$ cat config.mk
export PLATFORM = sky130hd
export DESIGN_NAME = apb_master_arbiter
export DESIGN_NICKNAME = d
export VERILOG_FILES = /design/src/rtl/apb_ctrl_pkg.sv /design/src/rtl/apb_rr_arbiter.sv /design/src/rtl/apb_master_arbiter.sv
export SDC_FILE = /design/constraint.sdc
export NUM_CORES = 1
export LEC_CHECK = 0
export BUFFER_PORTS_ARGS = -buffer_cell sky130_fd_sc_hd__buf_2
export CAP_MARGIN = 0
export CORE_AREA = 3 3 160 162
export CTS_CLUSTER_DIAMETER = 50
export CTS_CLUSTER_SIZE = 24
export DETAILED_ROUTE_END_ITERATION = 8
export DIE_AREA = 0 0 163 165
export GPL_TIMING_DRIVEN = 0
export HOLD_SLACK_MARGIN = 0.1
export PLACE_DENSITY = 0.6
export SYNTH_ARGS = -nofsm -noshare
export SYNTH_HDL_FRONTEND = slang
export SYNTH_SLANG_ARGS = --single-unit
$ cat constraint.sdc
create_clock -name pclock -period 7.2 [get_ports pclock]
set_input_delay 1.44 -clock pclock [delete_from_list [all_inputs] [get_ports pclock]]
set_output_delay 1.44 -clock pclock [all_outputs]
set_load 0.1 [all_outputs]
$ cat src/rtl/apb_ctrl_pkg.sv
// apb_ctrl_pkg
// Shared definitions for the APB master arbiter:
//   - apb_st_e      : bus sequencing FSM states
//   - sel_w()       : width of an encoded index for n items (never below 1)
//   - DEF_*         : default widths/counts used as module parameter defaults
package apb_ctrl_pkg;

    localparam int DEF_ADDR_WIDTH     = 32;
    localparam int DEF_DATA_WIDTH     = 32;
    localparam int DEF_NO_OF_SLAVES   = 4;
    localparam int DEF_NUM_REQ        = 4;
    localparam int DEF_TIMEOUT_CYCLES = 16;

    typedef enum logic [1:0] {
        ST_IDLE   = 2'd0,
        ST_SETUP  = 2'd1,
        ST_ACCESS = 2'd2,
        ST_RESP   = 2'd3
    } apb_st_e;

    // Clamped to 1 so a single-slave build still has a legal decode slice.
    function automatic int sel_w(input int n);
        return (n > 1) ? $clog2(n) : 1;
    endfunction

endpackage

$ cat src/rtl/apb_rr_arbiter.sv
// apb_rr_arbiter
// Purely combinational round-robin picker. The search starts one past the
// previous winner and wraps, so the last winner has the lowest priority.
// Ports:
//   req      in  NUM_REQ  request vector
//   last_gnt in  IDX_W    index of the previous winner (pointer held by parent)
//   en       in  1        allow a grant this cycle
//   gnt      out NUM_REQ  one-hot grant (all zero when en=0 or no request)
//   gnt_idx  out IDX_W    encoded index of gnt
module apb_rr_arbiter
    import apb_ctrl_pkg::*;
#(
    parameter int NUM_REQ = DEF_NUM_REQ,
    localparam int IDX_W  = sel_w(NUM_REQ)
) (
    input  logic [NUM_REQ-1:0] req,
    input  logic [IDX_W-1:0]   last_gnt,
    input  logic               en,
    output logic [NUM_REQ-1:0] gnt,
    output logic [IDX_W-1:0]   gnt_idx
);

    always_comb begin
        logic             found;
        logic [IDX_W-1:0] cand;
        gnt     = '0;
        gnt_idx = '0;
        found   = 1'b0;
        cand    = '0;
        // Offsets 1..NUM_REQ: the previous winner is visited last.
        for (int k = 1; k <= NUM_REQ; k++) begin
            cand = IDX_W'((int'(last_gnt) + k) % NUM_REQ);
            if (en && !found && req[cand]) begin
                found     = 1'b1;
                gnt[cand] = 1'b1;
                gnt_idx   = cand;
            end
        end
    end

endmodule

$ cat src/rtl/apb_master_arbiter.sv
// apb_master_arbiter
// Shares one APB bus among NUM_REQ requesters: round-robin arbitration in
// IDLE, SETUP/ACCESS sequencing with wait-state timeout, one-cycle response
// pulse in RESP.
// Ports:
//   pclock, presetn            clock, synchronous active-low reset
//   req_valid/write/addr/wdata per-requester request (addr/wdata packed)
//   req_ready                  one-hot accept pulse (IDLE only)
//   rsp_valid/rdata/slverr     one-hot completion pulse with result
//   paddr/pwdata/pwrite/psel_x/penable  APB master outputs
//   prdata/pready/pslverr      APB slave responses
module apb_master_arbiter
    import apb_ctrl_pkg::*;
#(
    parameter int ADDR_WIDTH     = DEF_ADDR_WIDTH,
    parameter int DATA_WIDTH     = DEF_DATA_WIDTH,
    parameter int NO_OF_SLAVES   = DEF_NO_OF_SLAVES,
    parameter int NUM_REQ        = DEF_NUM_REQ,
    parameter int TIMEOUT_CYCLES = DEF_TIMEOUT_CYCLES
) (
    input  logic                          pclock,
    input  logic                          presetn,
    input  logic [NUM_REQ-1:0]            req_valid,
    input  logic [NUM_REQ-1:0]            req_write,
    input  logic [NUM_REQ*ADDR_WIDTH-1:0] req_addr,
    input  logic [NUM_REQ*DATA_WIDTH-1:0] req_wdata,
    output logic [NUM_REQ-1:0]            req_ready,
    output logic [NUM_REQ-1:0]            rsp_valid,
    output logic [DATA_WIDTH-1:0]         rsp_rdata,
    output logic                          rsp_slverr,
    output logic [ADDR_WIDTH-1:0]         paddr,
    output logic [DATA_WIDTH-1:0]         pwdata,
    output logic                          pwrite,
    output logic [NO_OF_SLAVES-1:0]       psel_x,
    output logic                          penable,
    input  logic [DATA_WIDTH-1:0]         prdata,
    input  logic                          pready,
    input  logic                          pslverr
);

    localparam int SEL_W = sel_w(NO_OF_SLAVES);
    localparam int IDX_W = sel_w(NUM_REQ);
    localparam int CNT_W = $clog2(TIMEOUT_CYCLES + 1);

    apb_st_e               st_reg, st_next;
    logic [ADDR_WIDTH-1:0] paddr_reg;
    logic [DATA_WIDTH-1:0] pwdata_reg;
    logic                  pwrite_reg;
    logic [IDX_W-1:0]      last_gnt_reg;   // also the owner of the current transfer
    logic [CNT_W-1:0]      wait_cnt_reg;
    logic [DATA_WIDTH-1:0] rdata_reg;
    logic                  slverr_reg;

    logic [ADDR_WIDTH-1:0] addr_arr  [NUM_REQ];
    logic [DATA_WIDTH-1:0] wdata_arr [NUM_REQ];
    logic [NUM_REQ-1:0]    gnt, owner_hot;
    logic [IDX_W-1:0]      gnt_idx;
    logic                  arb_en, gnt_any;
    logic [SEL_W-1:0]      sel_idx;
    logic [NO_OF_SLAVES-1:0] psel_dec;
    logic                  dec_ok;
    logic [CNT_W-1:0]      cnt_now;
    logic                  timeout_hit;

    genvar gi;
    generate
        for (gi = 0; gi < NUM_REQ; gi++) begin : g_unpack
            assign addr_arr[gi]  = req_addr[gi*ADDR_WIDTH +: ADDR_WIDTH];
            assign wdata_arr[gi] = req_wdata[gi*DATA_WIDTH +: DATA_WIDTH];
            assign owner_hot[gi] = (last_gnt_reg == IDX_W'(gi));
        end
        // An index with no matching slave leaves psel_dec all-zero: decode error.
        for (gi = 0; gi < NO_OF_SLAVES; gi++) begin : g_dec
            assign psel_dec[gi] = (sel_idx == SEL_W'(gi));
        end
    endgenerate

    assign sel_idx     = paddr_reg[ADDR_WIDTH-1 -: SEL_W];
    assign dec_ok      = |psel_dec;
    // Count of the current ACCESS cycle, 1 in the first one.
    assign cnt_now     = wait_cnt_reg + 1'b1;
    assign timeout_hit = (cnt_now == CNT_W'(TIMEOUT_CYCLES));
    // No grant while reset is applied, even though the state reads IDLE.
    assign arb_en      = (st_reg == ST_IDLE) && presetn;
    assign gnt_any     = |gnt;

    apb_rr_arbiter #(.NUM_REQ(NUM_REQ)) u_arb (
        .req      (req_valid),
        .last_gnt (last_gnt_reg),
        .en       (arb_en),
        .gnt      (gnt),
        .gnt_idx  (gnt_idx)
    );

    // State register
    always_ff @(posedge pclock) begin
        if (!presetn) st_reg <= ST_IDLE;
        else          st_reg <= st_next;
    end

    // Next-state logic
    always_comb begin
        st_next = st_reg;
        case (st_reg)
            ST_IDLE:   if (gnt_any) st_next = ST_SETUP;
            ST_SETUP:  st_next = ST_ACCESS;
            ST_ACCESS: if (!dec_ok || pready || timeout_hit) st_next = ST_RESP;
            ST_RESP:   st_next = ST_IDLE;
            default:   st_next = ST_IDLE;
        endcase
    end

    // Outputs
    always_comb begin
        req_ready  = gnt;
        psel_x     = '0;
        penable    = 1'b0;
        rsp_valid  = '0;
        rsp_rdata  = '0;
        rsp_slverr = 1'b0;
        case (st_reg)
            ST_SETUP:  psel_x = psel_dec;
            ST_ACCESS: begin
                psel_x  = psel_dec;
                penable = 1'b1;
            end
            ST_RESP: begin
                rsp_valid  = owner_hot;
                rsp_rdata  = rdata_reg;
                rsp_slverr = slverr_reg;
            end
            default: ;
        endcase
    end

    assign paddr  = paddr_reg;
    assign pwdata = pwdata_reg;
    assign pwrite = pwrite_reg;

    // Request latch, wait counter and response capture
    always_ff @(posedge pclock) begin
        if (!presetn) begin
            paddr_reg    <= '0;
            pwdata_reg   <= '0;
            pwrite_reg   <= 1'b0;
            last_gnt_reg <= IDX_W'(NUM_REQ - 1);
            wait_cnt_reg <= '0;
            rdata_reg    <= '0;
            slverr_reg   <= 1'b0;
        end else begin
            case (st_reg)
                ST_IDLE: begin
                    wait_cnt_reg <= '0;
                    if (gnt_any) begin
                        paddr_reg    <= addr_arr[gnt_idx];
                        pwdata_reg   <= wdata_arr[gnt_idx];
                        pwrite_reg   <= req_write[gnt_idx];
                        last_gnt_reg <= gnt_idx;
                    end
                end
                ST_ACCESS: begin
                    if (!dec_ok) begin
                        slverr_reg   <= 1'b1;
                        rdata_reg    <= '0;
                        wait_cnt_reg <= '0;
                    end else if (pready) begin
                        // pready wins over a timeout landing in the same cycle
                        slverr_reg   <= pslverr;
                        rdata_reg    <= pwrite_reg ? '0 : prdata;
                        wait_cnt_reg <= '0;
                    end else if (timeout_hit) begin
                        slverr_reg   <= 1'b1;
                        rdata_reg    <= '0;
                        wait_cnt_reg <= '0;
                    end else begin
                        wait_cnt_reg <= cnt_now;
                    end
                end
                default: ;
            endcase
        end
    end

endmodule

# After elaboration in Yosys (flattened, before gate mapping)
# Index checks and enable logic that the tools add are counted.
[op_classes] addsub=5 n_lt_le_gt_ge=10 eq_ne=13 muxes=54 bitwise_logic=4 reduce_logical=28
[ops] op="$mux 32" count=9
[ops] op="$bmux 32 s2" count=2
[ops] op="$mux 4" count=6
[ops] op="$mux 1" count=17
[ops] op="$lt 2x3->1 const B" count=5
[ops] op="$mux 5" count=3
[ops] op="$eq 2x2->1 const B" count=6
[ops] op="$logic_and 1x1->1" count=12
[ops] op="$mux 2" count=6
[ops] op="$or 4x4->4" count=3
[ops] op="$bmux 1 s2" count=5
[ops] op="$pmux 5 s2" count=1
[ops] op="$demux 1 s2" count=4
[ops] op="$ge 2x1->1 const B" count=4
[ops] op="$pmux 2 s4" count=1
[ops] op="$reduce_or 4->1" count=2
[ops] op="$eq 2x1->1 const B" count=3
[ops] op="$logic_not 2->1" count=3
[ops] op="$reduce_and 2->1" count=3
[ops] op="$add 5x1->5 const B" count=1
[ops] op="$eq 5x5->1 const B" count=1
[ops] op="$add 2x1->2 const B" count=2
[ops] op="$add 2x2->2 const B" count=2
[ops] op="$logic_not 1->1" count=4
[ops] op="7 further kinds" count=9
[totals] regBits=107 output_inout_bits=111 word_cells=122

# Logic depth before layout (Yosys ltp)
# Gate-level depths: netlist of run 1.
[logic_depth] word_depth=21 ltp_mapped=13 ltp_nobuf=9

# By module
# A second synthesis of run 1 with hierarchy kept.
[hier_totals] hier_cells=676 area_unflattened_um2=6585.1
[modules_own_cells] module="apb_master_arbiter" instances=1 cells_per_inst=622 area_each_um2=6098.3 seq_area_each_um2=2142.1
[modules_own_cells] module="apb_rr_arbiter" instances=1 cells_per_inst=54 area_each_um2=486.7 seq_area_each_um2=0.0

# Worst setup path after synthesis of run 1
# No wires, ideal clock.
[synth_path] kind="input to output" startpoint="in req_valid[1]" endpoint="out req_ready[1]" arrival_time_ps=3297 path_slack_ps=2463 cell_stages=4 n_path_buf=1 cell_sequence="mux4_2 buf_2 nor4b_4 a221o_1"
[synth_between] elab_chain_cells=16 elab_cells_between_ends=28
[synth_rtl] element="start, declared" line="apb_master_arbiter.sv:23" rtl="input logic [NUM_REQ-1:0] req_valid,"
[synth_rtl] element="$bmux 1 s2" line="apb_rr_arbiter.sv:33" rtl="if (en && !found && req[cand]) begin"
[synth_rtl] element="$mux 1 (not written as such)" line="apb_rr_arbiter.sv:33"
[synth_rtl] element="$logic_and 1x1->1" line="apb_rr_arbiter.sv:33"
[synth_rtl] element="$mux 1" line="apb_rr_arbiter.sv:33"
[synth_rtl] element="$logic_not 1->1" line="apb_rr_arbiter.sv:33"
[synth_rtl] element="$logic_and 1x1->1 (2 in series)" line="apb_rr_arbiter.sv:33"
[synth_rtl] element="$mux 1" line="apb_rr_arbiter.sv:33"
[synth_rtl] element="$logic_not 1->1" line="apb_rr_arbiter.sv:33"
[synth_rtl] element="$logic_and 1x1->1 (2 in series)" line="apb_rr_arbiter.sv:33"
[synth_rtl] element="$mux 1" line="apb_rr_arbiter.sv:33"
[synth_rtl] element="$logic_not 1->1" line="apb_rr_arbiter.sv:33"
[synth_rtl] element="$logic_and 1x1->1 (2 in series)" line="apb_rr_arbiter.sv:33"
[synth_rtl] element="$mux 4 (*)" line="apb_rr_arbiter.sv:33"
[synth_rtl] element="end, declared" line="apb_master_arbiter.sv:27" rtl="output logic [NUM_REQ-1:0] req_ready,"
# Mark *: on every way between the ends. The rest lies on a longest branch, timed or not. The select of a mux whose other input is x is not followed.

# Worst setup path after layout of run 1
[layout_path] startpoint="reg last_gnt_reg[0]" endpoint="out req_ready[3]"
[layout_between] elab_chain_cells=17 elab_cells_between_ends=52
[layout_rtl] element="start, declared" line="apb_master_arbiter.sv:49" rtl="logic [IDX_W-1:0] last_gnt_reg;"
[layout_rtl] element="start signal, assigned" line="apb_master_arbiter.sv:146" rtl="last_gnt_reg <= IDX_W'(NUM_REQ - 1);"
[layout_rtl] element="start signal, assigned" line="apb_master_arbiter.sv:158" rtl="last_gnt_reg <= gnt_idx;"
[layout_rtl] element="parallel branches: the longest is 16 deep, another holds $lt 2x3->1"
[layout_rtl] element="$mux 4 (*)" line="apb_rr_arbiter.sv:33"
# Every way passes the cells marked *. The select of a mux whose other input is x is not followed.

==> results of run 1 <==
-- worst min-delay path by stage --
stage / end / cells past startpoint / startpoint / slack (ns)
after CTS: paddr[14] / 2 / paddr[14] / 0.46
final: rdata_reg[9] / 2 / rdata_reg[9] / 0.46
after detailed placement: paddr[17] / 2 / paddr[17] / 0.45
after global routing: rdata_reg[13] / 2 / rdata_reg[13] / 0.48
after floorplan: rdata_reg[25] / 2 / rdata_reg[25] / 0.44
after global placement: pwdata[7] / 2 / pwdata[7] / 0.44
-- report_power, final --
group | switching [W] | internal [W] | total (W) | leakage, nW
registers | 0.0000871 | 0.000753 | 0.000840 | 0.878
clock network | 0.000251 | 0.000242 | 0.000492 | 0.139
logic | 0.00233 | 0.00115 | 0.00348 | 3.99
-- cells in the mapped netlist, types with 3 or more instances --
cell | number | area [um2]
buf_2 | 18 | 90.1
a21oi_1 | 6 | 30.0
nand3_1 | 100 | 500
inv_1 | 4 | 15.0
dfxtp_1 | 107 | 2140
buf_1 | 5 | 18.8
clkbuf_4 | 5 | 37.5
and2_1 | 38 | 238
nand3b_1 | 5 | 37.5
clkbuf_1 | 22 | 82.6
buf_4 | 5 | 37.5
a21boi_0 | 34 | 255
clkbuf_2 | 5 | 25.0
o21ai_0 | 51 | 255
nor3b_1 | 4 | 30.0
mux2i_1 | 134 | 1340
nand2_1 | 43 | 161
nand4_1 | 3 | 18.8
o21ai_1 | 21 | 105
nor2_1 | 6 | 22.5
nor2b_1 | 4 | 25.0
mux4_2 | 4 | 90.1
a221o_1 | 4 | 40.0
mux2_2 | 66 | 743
buf_6 | 4 | 45.0
ha_1 | 13 | 163
-- stage by stage --
stage / std cells / hold WS, ns / setup WS [ns] / utilization (%)
2_1_floorplan: 740 / 0.436 / 2.46 / -
3_3_place_gp: 1474 / 0.442 / 2.38 / 38.3
3_5_place_dp: 1474 / 0.448 / 2.38 / 38.3
4_1_cts: 1490 / 0.460 / 2.33 / 39.5
5_1_grt: 1490 / 0.480 / 2.12 / 39.5
6_report: 1490 / 0.459 / 2.33 / 39.5
-- cell type report --
| cell class | count | area share, % |
|---|---|---|
| plain buffers | 65 | 3.68 |
| clock buffers | 9 | 2.35 |
| clock inverters | 7 | 0.667 |
| inverters | 4 | 0.157 |
| multi-input cells | 564 | 45.1 |
| flip-flops and latches | 107 | 22.4 |
| well taps | 324 | 4.24 |
| repair buffers | 410 | 21.4 |
-- layer usage --
metal  GRT usage [%]  vias up
li1                -     3524
met1            23.4     3322
met3            4.79       19
met2            31.3      243
met5               0        -
met4            4.04        0
-- critical path: cells and delay by family, from the launching register on --
family                   cells  cell delay (ns)
flip-flops                   1             0.47
AO/OA/AOI/OAI                2             0.62
adder cells (fa/ha/maj)      1             0.43
buffers and inverters        3             0.75
AND/OR/NAND/NOR              1             0.41
multiplexers                 1             0.39
-- cell families after synthesis --
family,after synthesis,synth area share [%]
simple gates,216,17.0
mux,204,31.9
compound gates,131,11.9
flops,107,31.4
buf+inv,69,5.38
fa+ha+maj,13,2.38
==> reports/metrics.csv, run 1 <==
stage,metric,value,unit
logic_synthesis,Synth warnings,0,
sta,final hold vios,0,
power_and_ir_drop,P per Cell Area,503,nW/um2
setup_path,Crit path required time,5.76,ns
cts,Clock Sinks,107,
sta,"Slew Viols, Final",0,
logic_synthesis,Avg Inst Size Synth,9.22,um2
sta,Clock Skew,0.0116,ns
die,row count,57,
power_and_ir_drop,VDD IR max,0.302,mV
cts,hold buffer count at cts,0,
final_layout,final net count,1474,
logic_synthesis,Synth Flop Type,dfxtp_1,
final_layout,register area,2140,um2
logic_synthesis,Post-synth EDFFs,0,
logic_synthesis,register bit total from synthesis,107,
sta,worst-margin pin slew,0.767,ns
routing,Via Count,7108,
die,Starting Density,28.1,%
final_layout,most frequent cells in the layout,"buf_2, mux2i_1, dfxtp_1, nand3_1, mux2_2",
global_routing,largest net degree at the start of global routing,20,
final_layout,fill count,2519,
global_routing,initial antenna violation count,1,
logic_synthesis,Mapped Area,6820,um2
routing,met3 WL,1840,um
placement,RePlAce Congestion,0.836,
routing,vias per inst,4.77,
cts,htree depth,3,
status,status,finished clean,
cts,CTS tree,done,
power_and_ir_drop,Final Power,0.00481,W
cts,CTS buffer count,9,
final_layout,cell area after layout,9570,um2
routing,M1 WL,11400,um
die,core box area,24200,um2
routing,Top Metal Used,met4,
sta,unrepaired setup endpoints after global routing,false,
die,die footprint,26900,um2
global_routing,vias in the first global route,6990,
logic_synthesis,Cell variety after synth,50,
cts,clock root buffer,clkbuf_16,
sta,Slew HR,48.9,%
final_layout,area of the multi-input gates,4310,um2
sta,fin crit period,4.87,ns
sta,TNS Setup,0,ns
routing,Initial DRC Count,346,
worst_hold_path,Worst Hold Class,reg2reg,
final_layout,area growth from synthesis to layout,40.3,%
routing,Post-DRT Antenna Nets,0,
routing,Remaining DRCs,0,
die,die height,165,um
final_layout,"commonest non-fill, non-tap cell in the layout",buf_2,
logic_synthesis,async set or reset register ratio after synthesis,0,%
logic_synthesis,Syn Nets,1053,
power_and_ir_drop,P_leak,5.01,nW
placement,dpl cell area,9280,um2
setup_path,slowest CP cell,dfxtp_1,
placement,IO Port Bufs,410,
final_layout,Diodes inserted,0,
placement,hpwl dp,21200,um
setup_path,CP peak stage delay,0.47,ns
final_layout,share of cells above drive strength 1,46.4,%
cts,Max Root-Sink Buffers,2,
cts,Post-CTS Setup Bufs,0,
logic_synthesis,register area share after synthesis,31.4,%
setup_path,"Arr. time, crit path",3.43,ns
global_routing,first-pass GRT wire length,38500,um
routing,routed wire length,26100,um
setup_path,Critical Path Source,last_gnt_reg[0],
routing,WL met2,12600,um
cts,"Reg clk slew, reported paths",0.08,ns
setup_path,worst path cell trace,buf_6 -> inv_1 -> ha_1 -> mux2_2 -> o2bb2a_1 -> nor4b_4 -> a221o_1 -> buf_2,
die,# IOs,411,
cts,"Clk Latency, worst-skew pair",0.35,ns
routing,WL/cell,17.5,um
setup_path,r2r worst-path depth,12,
routing,Pre-antenna DRT Iters,4,
setup_path,worst setup path endpoint,req_ready[3],
setup_path,critical path launch point type,flip-flop,
setup_path,flop2flop setup slack,2.97,ns
setup_path,reg2reg end,pwdata[12],
die,Die Width,163,um
logic_synthesis,Mapped Cells,740,
sta,final worst-path cycle share,67.6,%
setup_path,CP max FO,10,
sta,Max Clock Freq,0.205,GHz
cts,PostCTS Resize Cnt,0,
setup_path,WS Path Type,reg2out,
global_routing,global route total overflow,0,
global_routing,gr usage total,18.4,%
job,max-cap violation count,0,
setup_path,Worst setup EP type,output pin,
sta,final setup fails,0,
setup_path,RR Startpoint,last_gnt_reg[0],
Note: power is estimated with default switching activity, not from simulation.
==> run 2, diff against run 1 <==
- ABC_AREA: not set -> 1
- CORE_AREA: 3 3 160 162 -> 3 3 161 163
- DIE_AREA: 0 0 163 165 -> 0 0 164 166
- PLACE_DENSITY: 0.6 -> 0.62
- clock period: 7.2 -> 4.8 ns (I/O delays scaled with it)
==> run 2 against run 1 <==
Compared with the run above: wire length is 24% higher; clock power rose by 58%; global-route usage grew 4.5 points; sequential power up 44%; worst setup slack got worse by 1.4 ns; highest routed layer is now met5.
==> reports/metrics.csv, run 2 <==
stage,metric,value,unit
logic_synthesis,Synth Flop Type,dfxtp_1,
die,die height,166,um
die,Die Width,164,um
logic_synthesis,register bit total from synthesis,107,
power_and_ir_drop,power share of the clock group,11.8,%
sta,final setup fails,0,
logic_synthesis,Syn Nets,1551,
placement,IO Port Bufs,409,
setup_path,critical path launch point type,flip-flop,
logic_synthesis,Post-synth EDFFs,0,
sta,fin crit period,3.83,ns
setup_path,Worst setup EP type,output pin,
logic_synthesis,Mapped Area,7410,um2
logic_synthesis,largest family of logic cells by synthesized area,simple AND/OR/NAND/NOR gates,
logic_synthesis,Post-Synth Adder-Cell Area,2.19,%
sta,worst-margin pin slew,0.659,ns
setup_path,Critical Path Source,last_gnt_reg[0],
logic_synthesis,Cell variety after synth,25,
cts,Post-CTS Setup Bufs,0,
setup_path,RR Startpoint,last_gnt_reg[0],
logic_synthesis,leading area contributor after synthesis,dfxtp_1,
final_layout,share of cells above drive strength 1,29.8,%
placement,dpl cell area,9860,um2
sta,TNS Setup,0,ns
worst_hold_path,Worst Hold Class,reg2reg,
cts,Max Root-Sink Buffers,2,
global_routing,gr usage total,22.9,%
global_routing,largest net degree at the start of global routing,21,
sta,final hold vios,0,
routing,Post-DRT Antenna Nets,0,
global_routing,global route total overflow,0,
cts,"Reg clk slew, reported paths",0.08,ns
power_and_ir_drop,Final Power,0.00657,W
job,max-cap violation count,0,
sta,"Slew Viols, Final",0,
cts,PostCTS Resize Cnt,0,
logic_synthesis,simple-gate share of the synthesized area,43.6,%
die,Starting Density,30.3,%
logic_synthesis,Synth top cells by count,"nand2_1, nand3_1, nor2_1",
power_and_ir_drop,P_int,0.00263,W
routing,routed wire length,32500,um
power_and_ir_drop,Sw Pwr,0.00394,W
power_and_ir_drop,Switching Share,59.9,%
cts,clock root buffer,clkbuf_16,
routing,Pre-antenna DRT Iters,5,
sta,Hold Slack,0.468,ns
placement,RePlAce Congestion,0.883,
worst_hold_path,number of cells on the worst hold path,2,
logic_synthesis,Compound-Gate Fraction of Synth Area,12.2,%
setup_path,reg2reg end,pwdata[30],
die,die footprint,27200,um2
die,core box area,24500,um2
sta,unrepaired setup endpoints after global routing,false,
final_layout,final net count,1971,
final_layout,most frequent cells in the layout,"buf_2, nand2_1, nand3_1, nor2_1, inv_1",
logic_synthesis,Synth top area share,28.9,%
sta,Max Clock Freq,0.261,GHz
sta,Clock Skew,0.0102,ns
logic_synthesis,Mapped Cells,1238,
routing,vias per inst,4.83,
status,status,finished clean,
power_and_ir_drop,P_leak,5.39,nW
setup_path,flop2flop setup slack,1.24,ns
cts,htree depth,3,
power_and_ir_drop,Gate power share,69.8,%
global_routing,first-pass GRT wire length,49300,um
global_routing,initial antenna violation count,17,
placement,hpwl dp,26400,um
setup_path,Crit path required time,3.84,ns
cts,"Clk Latency, worst-skew pair",0.35,ns
cts,Clock Sinks,107,
setup_path,WS Path Type,reg2out,
final_layout,area growth from synthesis to layout,37.5,%
logic_synthesis,Avg Inst Size Synth,5.99,um2
final_layout,fill count,2747,
die,row count,57,
sta,final worst-path cycle share,79.8,%
sta,Slew HR,56.1,%
logic_synthesis,register area share after synthesis,28.9,%
logic_synthesis,post-synthesis xor/xnor area fraction,0.236,%
logic_synthesis,mux share of post-synthesis cell area,0,%
routing,Initial DRC Count,637,
final_layout,cell area after layout,10200,um2
power_and_ir_drop,VDD IR max,0.328,mV
setup_path,worst setup path endpoint,req_ready[1],
power_and_ir_drop,Sequential Power Share,18.4,%
cts,hold buffer count at cts,0,
die,# IOs,411,
cts,CTS tree,done,
global_routing,vias in the first global route,9122,
logic_synthesis,async set or reset register ratio after synthesis,0,%
cts,CTS buffer count,9,
routing,Remaining DRCs,0,
final_layout,"commonest non-fill, non-tap cell in the layout",buf_2,
logic_synthesis,Synth area leaders,"dfxtp_1, nand2_1, nand3_1, nor2_1, a21oi_1",
logic_synthesis,Synth warnings,0,
routing,WL/cell,16.3,um
logic_synthesis,most frequent cell after synthesis,nand2_1,
power_and_ir_drop,P per Cell Area,645,nW/um2
routing,Via Count,9630,
setup_path,CP max FO,10,
setup_path,r2r worst-path depth,18,
setup_path,"Arr. time, crit path",2.87,ns
[run 2: through the flow]
stage	setup slack, ns	utilization (%)	instances
finish	0.970	41.7	1994
detailed placement	1.14	40.3	1971
CTS	0.953	41.6	1987
global route	0.716	41.7	1994
floorplan	0.616	-	1238
global placement	1.16	40.3	1971
[run 2: cell families (layout without fill, tap and decap cells)]
logic type	Yosys count	in the layout
AND/OR/NAND/NOR	718	718
buffers and inverters	219	644
AO/OA/AOI/OAI	179	179
flip-flops	107	107
adder cells (fa/ha/maj)	13	13
XOR/XNOR	2	2
other	0	7
[run 2: critical path: stages (launching register included)]
cell and delay (ns):
dfxtp_1 0.55, inv_2 0.18, ha_1 0.41, inv_1 0.08, nand3_1 0.10, nand2_2 0.10, nor2_1 0.33, nand2_1 0.11
nand2_1 0.09, inv_1 0.04, nand3_1 0.09, buf_2 0.44
[run 2: power groups by stage]
stage / Sequential, W / Combinational (W) / Clock [W]
after floorplan: 0.00233 / 0.00237 / 0
after global placement: 0.00123 / 0.00458 / 0
after detailed placement: 0.00123 / 0.00460 / 0
after CTS: 0.00121 / 0.00461 / 0.000814
after global routing: 0.00123 / 0.00503 / 0.000841
final: 0.00121 / 0.00459 / 0.000775
[run 2: layer usage]
| layer | global-route usage (%) | vias up | wire [um] | share of wire (%) |
|---|---|---|---|---|
| li1 | - | 4823 | - | - |
| met1 | 28.4 | 4359 | 13400 | 41 |
| met2 | 39.0 | 371 | 15800 | 48 |
| met4 | 6.40 | 18 | 744 | 2.3 |
| met3 | 5.99 | 59 | 2490 | 7.7 |
| met5 | 0 | - | 117 | 0.36 |
[run 2: how the worst min path moves through the flow]
stage / slack (ns) / endpoint / start
CTS: 0.47 / rdata_reg[31] / rdata_reg[31]
floorplan: 0.45 / rdata_reg[0] / rdata_reg[0]
detailed placement: 0.46 / rdata_reg[1] / rdata_reg[1]
global route: 0.49 / rdata_reg[4] / rdata_reg[4]
finish: 0.47 / rdata_reg[13] / rdata_reg[13]
global placement: 0.45 / rdata_reg[21] / rdata_reg[21]
[run 2: layout make-up]
type                            instances  area (um2)  area share [%]
Multi-Input combinational cell        912        4320            42.4
Buffer                                 96         493            4.84
Timing Repair Buffer                  409        2050            20.1
Inverter                              123         462            4.53
Antenna cell                            7        17.5           0.172
Clock buffer                           10         239            2.35
Sequential cell                       107        2140            21.0
Tap cell                              324         405            3.98
Clock inverter                          6        67.6           0.663
